### src/rtl/mult_datapath.sv
// Datapath for the shift-and-add multiplier. It holds the accumulator/multiplier
// shift register, the multiplicand, the bit counter and the registered product.
module mult_datapath #(
    parameter int unsigned N  = 4,
    parameter int unsigned CW = $clog2(N)
) (
    input  logic            Clk,
    input  logic            Rst_n,
    input  logic            Load,
    input  logic            Ad,
    input  logic            Sh,
    input  logic            Done,
    input  logic [N-1:0]    Mcand,
    input  logic [N-1:0]    Mplier,
    output logic            M,
    output logic            K,
    output logic [2*N-1:0]  Product,
    output logic            Valid
);

    localparam int unsigned AW = 2*N + 1;
    localparam int unsigned PW = 2*N;

    logic [AW-1:0] acc_q, acc_d;
    logic [N-1:0]  mc_q, mc_d;
    logic [CW-1:0] cnt_q, cnt_d;
    logic [PW-1:0] product_q, product_d;
    logic          valid_q, valid_d;
    logic [N:0]    sum;
    logic          last_c;

    // Upper half plus multiplicand; the carry lands in bit N of the sum.
    assign sum    = {1'b0, acc_q[PW-1:N]} + {1'b0, mc_q};
    assign last_c = (cnt_q == CW'(N-1));

    always_comb begin
        acc_d     = acc_q;
        mc_d      = mc_q;
        cnt_d     = cnt_q;
        product_d = product_q;
        valid_d   = valid_q;

        if (Load) begin
            acc_d = {(N+1)'(0), Mplier};
            mc_d  = Mcand;
            cnt_d = '0;
        end else begin
            if (Ad && Sh) begin
                acc_d = {1'b0, sum, acc_q[N-1:1]};
            end else if (Ad) begin
                acc_d = {sum, acc_q[N-1:0]};
            end else if (Sh) begin
                acc_d = {1'b0, acc_q[AW-1:1]};
            end
            if (Sh) begin
                cnt_d = last_c ? '0 : cnt_q + CW'(1);
            end
        end

        // Done captures the pre-edge accumulator; a concurrent Load still clears Valid.
        if (Done) begin
            product_d = acc_q[PW-1:0];
        end
        if (Load) begin
            valid_d = 1'b0;
        end else if (Done) begin
            valid_d = 1'b1;
        end
    end

    always_ff @(posedge Clk or negedge Rst_n) begin
        if (!Rst_n) begin
            acc_q     <= '0;
            mc_q      <= '0;
            cnt_q     <= '0;
            product_q <= '0;
            valid_q   <= 1'b0;
        end else begin
            acc_q     <= acc_d;
            mc_q      <= mc_d;
            cnt_q     <= cnt_d;
            product_q <= product_d;
            valid_q   <= valid_d;
        end
    end

    assign M       = acc_q[0];
    assign K       = last_c;
    assign Product = product_q;
    assign Valid   = valid_q;

endmodule

### config.mk
export PLATFORM = sky130hd
export DESIGN_NAME = mult_datapath
export DESIGN_NICKNAME = d
export VERILOG_FILES = /design/src/rtl/mult_datapath.sv
export SDC_FILE = /design/constraint.sdc
export NUM_CORES = 1
export LEC_CHECK = 0
export CAP_MARGIN = 30
export CORE_MARGIN = 5
export CORE_UTILIZATION = 49
export DETAILED_ROUTE_END_ITERATION = 12
export GPL_TIMING_DRIVEN = 1
export HOLD_SLACK_MARGIN = 0.08
export PLACE_DENSITY_LB_ADDON = 0.1
export SKIP_LAST_GASP = 1
export SLEW_MARGIN = 20
export SYNTH_ARGS = -nofsm -noshare
export SYNTH_HDL_FRONTEND = slang
export SYNTH_SLANG_ARGS = --single-unit
### constraint.sdc
create_clock -name Clk -period 2.2 [get_ports Clk]
set_input_delay 0.55 -clock Clk [delete_from_list [all_inputs] [get_ports Clk]]
set_output_delay 0.55 -clock Clk [all_outputs]
set_load 0.02 [all_outputs]
Word level (Yosys, flattened, before mapping)
Index checks and enable logic that the tools add are counted.
{ "totals": {"word_cells": 25, "output_inout_bits": 11, "input_bits": 14, "register_bits": 24} }
{ "classes": {"eq_ne": 2, "muxes": 9, "n_addsub": 2, "reduce_logical": 6} }
{ "ops": {"columns": ["op", "count"], "rows": [
  ["9-bit 2-to-1 mux", 4],
  ["2-bit 2-to-1 mux", 3],
  ["4-bit by 4-bit adder with 5-bit output", 1],
  ["2-bit nonzero test", 2],
  ["4-bit nonzero test", 1],
  ["3-bit by 2-bit != test with 1-bit output, second input constant", 1],
  ["3-bit nonzero test", 1],
  ["2-bit by 1-bit adder with 2-bit output, second input constant", 1],
  ["2-bit == test, second input constant", 1],
  ["1-bit 2-to-1 mux", 2],
  ["2-bit AND reduction", 1],
  ["1-bit logical AND", 1]
]} }

Depth between registers and ports, before layout
Gate-level depths: netlist of the first run.
{ "depth": {"ltp_word": 4, "mapped_depth": 6, "depth_no_buf": 6} }

Worst setup path after synthesis of the first run
No wires, ideal clock.
{ "synth_timing": {"kind": "reg-to-reg", "from": "register acc_q[4]", "to": "register acc_q[5]", "synth_period_minus_slack_ns": 1.846, "required_time_ns": 2.079, "path_stages_with_launch": 6, "setup_ns": 0.121, "setup_slack_ns": 0.354, "n_path_buf": 0, "arrival_time_ns": 1.724, "cell_sequence": "dfrtp_1 ha_1 fa_1 xor2_1 mux4_1 nor2b_4"} }
{ "synth_via": {"elab_chain_len": 4} }
{ "synth_lines": {"columns": ["element", "line", "source"], "rows": [
  ["from (decl)", "24", "logic [AW-1:0] acc_q, acc_d;"],
  ["from (signal assigned)", "73", "acc_q <= '0;"],
  ["from (signal assigned)", "79", "acc_q <= acc_d;"],
  ["4-bit by 4-bit adder with 5-bit output (*)", "33", "assign sum = {1'b0, acc_q[PW-1:N]} + {1'b0, mc_q};"],
  ["9-bit 2-to-1 mux", "50", "end else if (Ad) begin"],
  ["9-bit 2-to-1 mux (*)", "48", "if (Ad && Sh) begin"],
  ["9-bit 2-to-1 mux (*)", "43", "if (Load) begin"]
]} }
Mark *: on every way between the ends. The rest lies on a longest branch, timed or not. The select of a mux whose other input is x is not followed.
A chain may end at the register's enable or synchronous reset.

Final worst setup path of the first run
{ "layout_timing": {"from": "register cnt_q[0]", "to": "output port K"} }
{ "layout_via": {"elab_chain_len": 1} }
{ "layout_lines": {"columns": ["element", "line", "source"], "rows": [
  ["from (decl)", "26", "logic [CW-1:0] cnt_q, cnt_d;"],
  ["from (signal assigned)", "81", "cnt_q <= cnt_d;"],
  ["2-bit == test", "34", "assign last_c = (cnt_q == CW'(N-1));"],
  ["to (decl)", "16", "output logic K,"]
]} }
Every way passes these cells.

==> results of run 1 <==
[cell usage after synthesis]
library cell	count
dfrtp_1	24
nand2_1	5
mux2_2	12
buf_2	4
nor2_1	5
a31oi_1	1
mux4_1	1
xnor2_1	1
clkbuf_1	1
nor2b_4	1
a21oi_1	2
mux4_2	1
nand2b_1	1
mux2i_1	7
o21ai_0	2
buf_6	1
a311oi_1	1
o21a_1	1
a21o_1	3
nor2b_1	2
a221oi_1	1
a2111oi_0	1
ha_1	5
nor3_1	1
xor2_1	2
a2111oi_1	1
fa_1	1
o21ai_1	4
[placed cells by master, fill, tap and decap left out, drive strengths merged, types with 2 or more instances in the layout]
cell,count
mux4,2
ha,5
nor2b,3
mux2,12
a21o,3
a2111oi,2
clkdlybuf4s50,24
buf,3
o21ai,6
mux2i,7
nor2,5
clkbuf,4
dfrtp,24
nand2,5
xor2,2
a21oi,2
[where the power goes]
part / internal [µW] / total (µW) / switching (µW)
registers: 494 / 532 / 37.8
logic: 168 / 307 / 139
clock network: 101 / 228 / 127
[layer usage]
metal	part of all wire, %	up-vias
li1	-	385
met1	44	388
met2	49	18
met3	6.0	2
met4	0.40	0
met5	0	-
[sequential cells by signal, summed over array words and instances, names as in the netlist]
register,flops
Product,8
Valid,1
acc_q,9
cnt_q,2
mc_q,4
[layout make-up]
class / count / share of cell area, %
well taps: 28 / 2.36
flip-flops and latches: 24 / 40.4
clock buffers: 4 / 2.44
multi-input cells: 62 / 37.1
repair buffers: 27 / 17.7
[how the worst max path moves through the flow]
| stage | from | to | cells after the start |
|---|---|---|---|
| 6_report | cnt_q[0]$_DFFE_PN0P_ | K | 2 |
| 5_1_grt | cnt_q[0]$_DFFE_PN0P_ | K | 2 |
| 4_1_cts | cnt_q[0]$_DFFE_PN0P_ | K | 2 |
| 3_5_place_dp | Sh | acc_q[7]$_DFFE_PN0P_ | 5 |
| 3_3_place_gp | Sh | acc_q[7]$_DFFE_PN0P_ | 5 |
| 2_1_floorplan | acc_q[4]$_DFFE_PN0P_ | acc_q[5]$_DFFE_PN0P_ | 5 |
[kinds of logic after synthesis]
| family | Yosys count | synth area share [%] |
|---|---|---|
| and+or+nand+nor | 15 | 6.33 |
| AOI/OAI and AO/OA | 17 | 9.49 |
| xor gates and xnor gates | 3 | 2.22 |
| muxes | 21 | 21.4 |
| adders and majority gates | 6 | 6.96 |
| buffers and inverters | 6 | 2.95 |
| DFF | 24 | 50.6 |
[per-stage QoR]
stage	total power, µW	std cells	area, µm²	util, %
6_report	1070	145	1490	65.9
2_1_floorplan	724	92	1190	-
4_1_cts	1080	145	1490	65.9
3_3_place_gp	837	141	1450	64.3
5_1_grt	1130	145	1490	65.9
3_5_place_dp	853	141	1450	64.3
[worst reg2reg max path, stage by stage (launching register included)]
cell and delay (ps):
dfrtp_1 430, ha_1 240, fa_1 400, xor2_1 170
mux4_1 480, nor2b_4 140
==> results.json, run 1 <==
{
  "seq_area_um2": 601,
  "drv_cap": 0,
  "track_usage_pct": 13.8,
  "rows": 17,
  "powerDensity_mw_per_mm2": 718,
  "yosysUniqueCellTypes": 28,
  "cp_slowest_cell": "clkdlybuf4s50_1",
  "finalCriticalPeriod_ps": 2020,
  "grt_max_degree": 25,
  "synth_top_area_share_pct": 50.6,
  "drive_gt1_share_pct": 17.9,
  "die_w_um": 59.2,
  "grt_pass1_wl_um": 3680,
  "peakVddDrop_mv": 0.472,
  "synth.net_count": 112,
  "critPathBufInv": 1,
  "r2r_cells": 5,
  "post_cts_buffers": 0,
  "overflow": 0,
  "clock_skew_ps": 5.58,
  "drt_first_pass_iters": 4,
  "whs_endpoint": "Product[3]$_DFFE_PN0P_",
  "final-setup-viol-count": 0,
  "r2r-start": "acc_q[4]$_DFFE_PN0P_",
  "hold_viol": 0,
  "yosys_warnings": 0,
  "clkLatencyLatePin_ps": 310,
  "pin_count": 25,
  "slew_headroom_pct": 62.5,
  "grt_pass1_vias": 804,
  "cts_tree": "built",
  "tightestPinTransition_ps": 560,
  "cts_buffer_depth": 2,
  "synthCells": 92,
  "rsz0062_at_grt": "no",
  "multiInputGateArea_um2": 551,
  "end_kind": "output pin",
  "yosysSeqAreaShare_pct": 50.6,
  "core_mm2": 0.00225,
  "place_ws_ps": 158,
  "startpoint_type": "register",
  "nets": 138,
  "crit_fanout": 2,
  "clock-sinks": 24,
  "holdCritStartpoint": "Product[3]$_DFFE_PN0P_",
  "reg2reg_slack_ps": 230,
  "post_drt_via_cell_ratio": 5.47,
  "tns_ps": 0,
  "cts.clk_slew.worst_paths_ps": 120,
  "synth_area_mm2": 0.00119,
  "area.growth.synth_to_final_pct": 25.2,
  "worst_hold_slack_ps": 522,
  "die-area_mm2": 0.00350,
  "routedWlPerCell_um": 15.5,
  "yosysTopAreaCell": "dfrtp_1",
  "worst_ep_required_time_ps": 1650,
  "ctsRootBufferMaster": "clkbuf_4",
  "layout_setup_ws_ps": 184,
  "status": "finished clean",
  "worstPathCellList": "ha_1, clkdlybuf4s50_1",
  "arrival_ps": 1470,
  "fillerInstances": 189,
  "cts-hold-fix-buffers": 0,
  "grtUsageMet3_pct": 4.36,
  "antenna_found_initial": 0,
  "h-tree-depth": 1,
  "use_met2_pct": 22.2,
  "antenna_left": 0,
  "hp-class": "register to register",
  "dp_hpwl_um": 1710,
  "ys_ff_latch": 24,
  "globalplace.congestion": 0.738,
  "r2r_end": "acc_q[5]$_DFFE_PN0P_",
  "die_h_um": 59.2,
  "num_vias": 793,
  "wl_um": 2250,
  "top_usage_layer": "met2",
  "fin_crit_sh_pct": 91.6,
  "drt_iter0_drc": 8,
  "cts_buffers": 3,
  "io_buffers": 24,
  "max_freq_mhz": 496,
  "grt_use_met1_pct": 18.2,
  "power_leakage_uw": 0.000685,
  "drc": 0,
  "whs_path_depth": 1,
  "initial_core_util_pct": 52.6,
  "critPathTopFamily": "buffers and inverters",
  "synth_area_leaders": "dfrtp_1 51%, mux2_2 11%, mux2i_1 5.9%, ha_1 5.3%, mux4_1 2.2%",
  "slew_viol_final": 0,
  "cts_resized": 0,
  "synth_area_per_cell_um2": 12.9,
  "diodes": 0,
  "path_class": "register to output pin",
  "slowest_delay_ps": 540
}
Note: power is estimated with default switching activity, not from simulation.
==> run 2, diff against run 1 <==
--- a/config.mk
+++ b/config.mk
@@ -12,6 +12,7 @@
 export GPL_TIMING_DRIVEN = 1
 export HOLD_SLACK_MARGIN = 0.08
 export PLACE_DENSITY_LB_ADDON = 0.1
+export SKIP_CTS_REPAIR_TIMING = 1
 export SKIP_LAST_GASP = 1
 export SLEW_MARGIN = 20
 export SYNTH_ARGS = -nofsm -noshare
==> results of run 2 <==
No change in the layout: final DEF, timing and power equal those of run 1.
==> run 3, diff against run 2 <==
--- a/config.mk
+++ b/config.mk
@@ -7,7 +7,7 @@
 export LEC_CHECK = 0
 export CAP_MARGIN = 30
 export CORE_MARGIN = 5
-export CORE_UTILIZATION = 49
+export CORE_UTILIZATION = 32
 export DETAILED_ROUTE_END_ITERATION = 12
 export GPL_TIMING_DRIVEN = 1
 export HOLD_SLACK_MARGIN = 0.08
==> run 3 against run 2 <==
Net effect:
- flip-flop and latch count unchanged
- routed wire length grew 1.8%
- setup slack improved by 67 ps
- first-iteration DRC count rose to 3.8 times the previous value
- sequential power about the same
- critical path depth increased by 3
- cell area up 3.5%
- via count is 0.76% higher
- clock power increased by 29%
==> results.json, run 3 (same netlist as run 1, synthesis figures left out) <==
{
  "status": "finished clean",
  "critPathBufInv": 0,
  "largest_reg_flops": 9,
  "antenna_left": 0,
  "area.growth.synth_to_final_pct": 29.5,
  "pin_count": 25,
  "critPathTopFamily": "adder cells",
  "tightestPinTransition_ps": 477,
  "diodes": 0,
  "cts_tree": "built",
  "dp_hpwl_um": 1720,
  "ctsRootBufferMaster": "clkbuf_8",
  "power_leakage_uw": 0.000698,
  "drc": 0,
  "startpoint_type": "register",
  "end_kind": "register",
  "tns_ps": 0,
  "clkLatencyLatePin_ps": 260,
  "crit_fanout": 4,
  "worst_hold_slack_ps": 508,
  "slowest_delay_ps": 480,
  "clock-sinks": 24,
  "io_buffers": 24,
  "fillerInstances": 364,
  "track_usage_pct": 10.1,
  "largest_register": "acc_q",
  "rsz0062_at_grt": "no",
  "cts_buffer_depth": 2,
  "final-setup-viol-count": 0,
  "peakVddDrop_mv": 0.444,
  "initial_core_util_pct": 32.6,
  "path_class": "register to register",
  "clock_skew_ps": 4.04,
  "slew_viol_final": 0,
  "drt_iter0_drc": 30,
  "hp-class": "register to register",
  "cp_slowest_cell": "mux4_1",
  "mostFrequentLayoutCells": "24 x dfrtp_1, 24 x clkdlybuf4s50_1, 12 x mux2_2, 7 x mux2i_1",
  "worst_ep_required_time_ps": 2360,
  "wl_um": 2290,
  "h-tree-depth": 1,
  "grt_pass1_wl_um": 3970,
  "overflow": 0,
  "core_mm2": 0.00363,
  "post_drt_via_cell_ratio": 4.81,
  "arrival_ps": 2110,
  "nets": 139,
  "powerDensity_mw_per_mm2": 734,
  "fin_crit_sh_pct": 88.6,
  "routedWlPerCell_um": 13.8,
  "die-area_mm2": 0.00502,
  "drv_cap": 0,
  "finalCriticalPeriod_ps": 1950,
  "drt_first_pass_iters": 4,
  "die_w_um": 70.9,
  "rows": 22,
  "die_h_um": 70.9,
  "cts.clk_slew.worst_paths_ps": 80,
  "reg2reg_slack_ps": 250,
  "antenna_found_initial": 0,
  "num_vias": 799,
  "max_freq_mhz": 513,
  "worstPathCellList": "ha_1, fa_1, xor2_1, mux4_1, nor2b_4",
  "cts_buffers": 3,
  "slew_headroom_pct": 68.1,
  "hold_viol": 0,
  "grt_max_degree": 25,
  "drive_gt1_share_pct": 18.6,
  "globalplace.congestion": 0.769,
  "grt_pass1_vias": 840
}
-- run 3: metal layers --
layer / track usage, % / vias to the layer above / wire [µm]
met3: 3.84 / 2 / 129
li1: - / 383 / -
met5: 0 / - / 0
met2: 15.6 / 15 / 1110
met1: 13.3 / 399 / 1030
met4: 2.51 / 0 / 17
-- run 3: report_power, final --
group	internal [µW]	switching, µW
Combinational	168	135
Sequential	494	36.8
Clock	160	134
Total	822	306
-- run 3: area by class of cell --
cell class / instances / area, µm² / share of cell area (%)
Multi-Input combinational cell: 62 / 551 / 35.8
Timing Repair Buffer: 28 / 270 / 17.6
Tap cell: 48 / 60.1 / 3.91
Sequential cell: 24 / 601 / 39.1
Clock buffer: 4 / 55.1 / 3.58
-- run 3: final timing paths --
| kind | from | endpoint | cells past startpoint |
|---|---|---|---|
| worst max-delay path | acc_q[4]$_DFFE_PN0P_ | acc_q[5]$_DFFE_PN0P_ | 5 |
| min in group asynchronous | Rst_n | mc_q[2]$_DFFE_PN0P_ | 2 |
| worst min register to register | Valid$_DFFE_PN0P_ | Valid$_DFFE_PN0P_ | 2 |
| max in group asynchronous | Rst_n | Product[1]$_DFFE_PN0P_ | 2 |
| worst min-delay path | Valid$_DFFE_PN0P_ | Valid$_DFFE_PN0P_ | 2 |
| worst max register to register | acc_q[4]$_DFFE_PN0P_ | acc_q[5]$_DFFE_PN0P_ | 5 |
-- run 3: metrics by stage --
stage          util, %  worst slack (ps)  area [µm²]  total power [µW]  cells
6_report          42.3               251        1540              1130    166
5_1_grt           42.3               191        1540              1200    166
4_1_cts           42.3               241        1540              1150    166
3_5_place_dp      40.8               172        1480               850    162
3_3_place_gp      40.8               219        1480               845    162
2_1_floorplan        -               354        1190               724     92
-- run 3: tightest hold or removal path: stages (launching register included) --
cell,delay (ps)
dfrtp_1,350
nor2_1,40
nor2_1,80
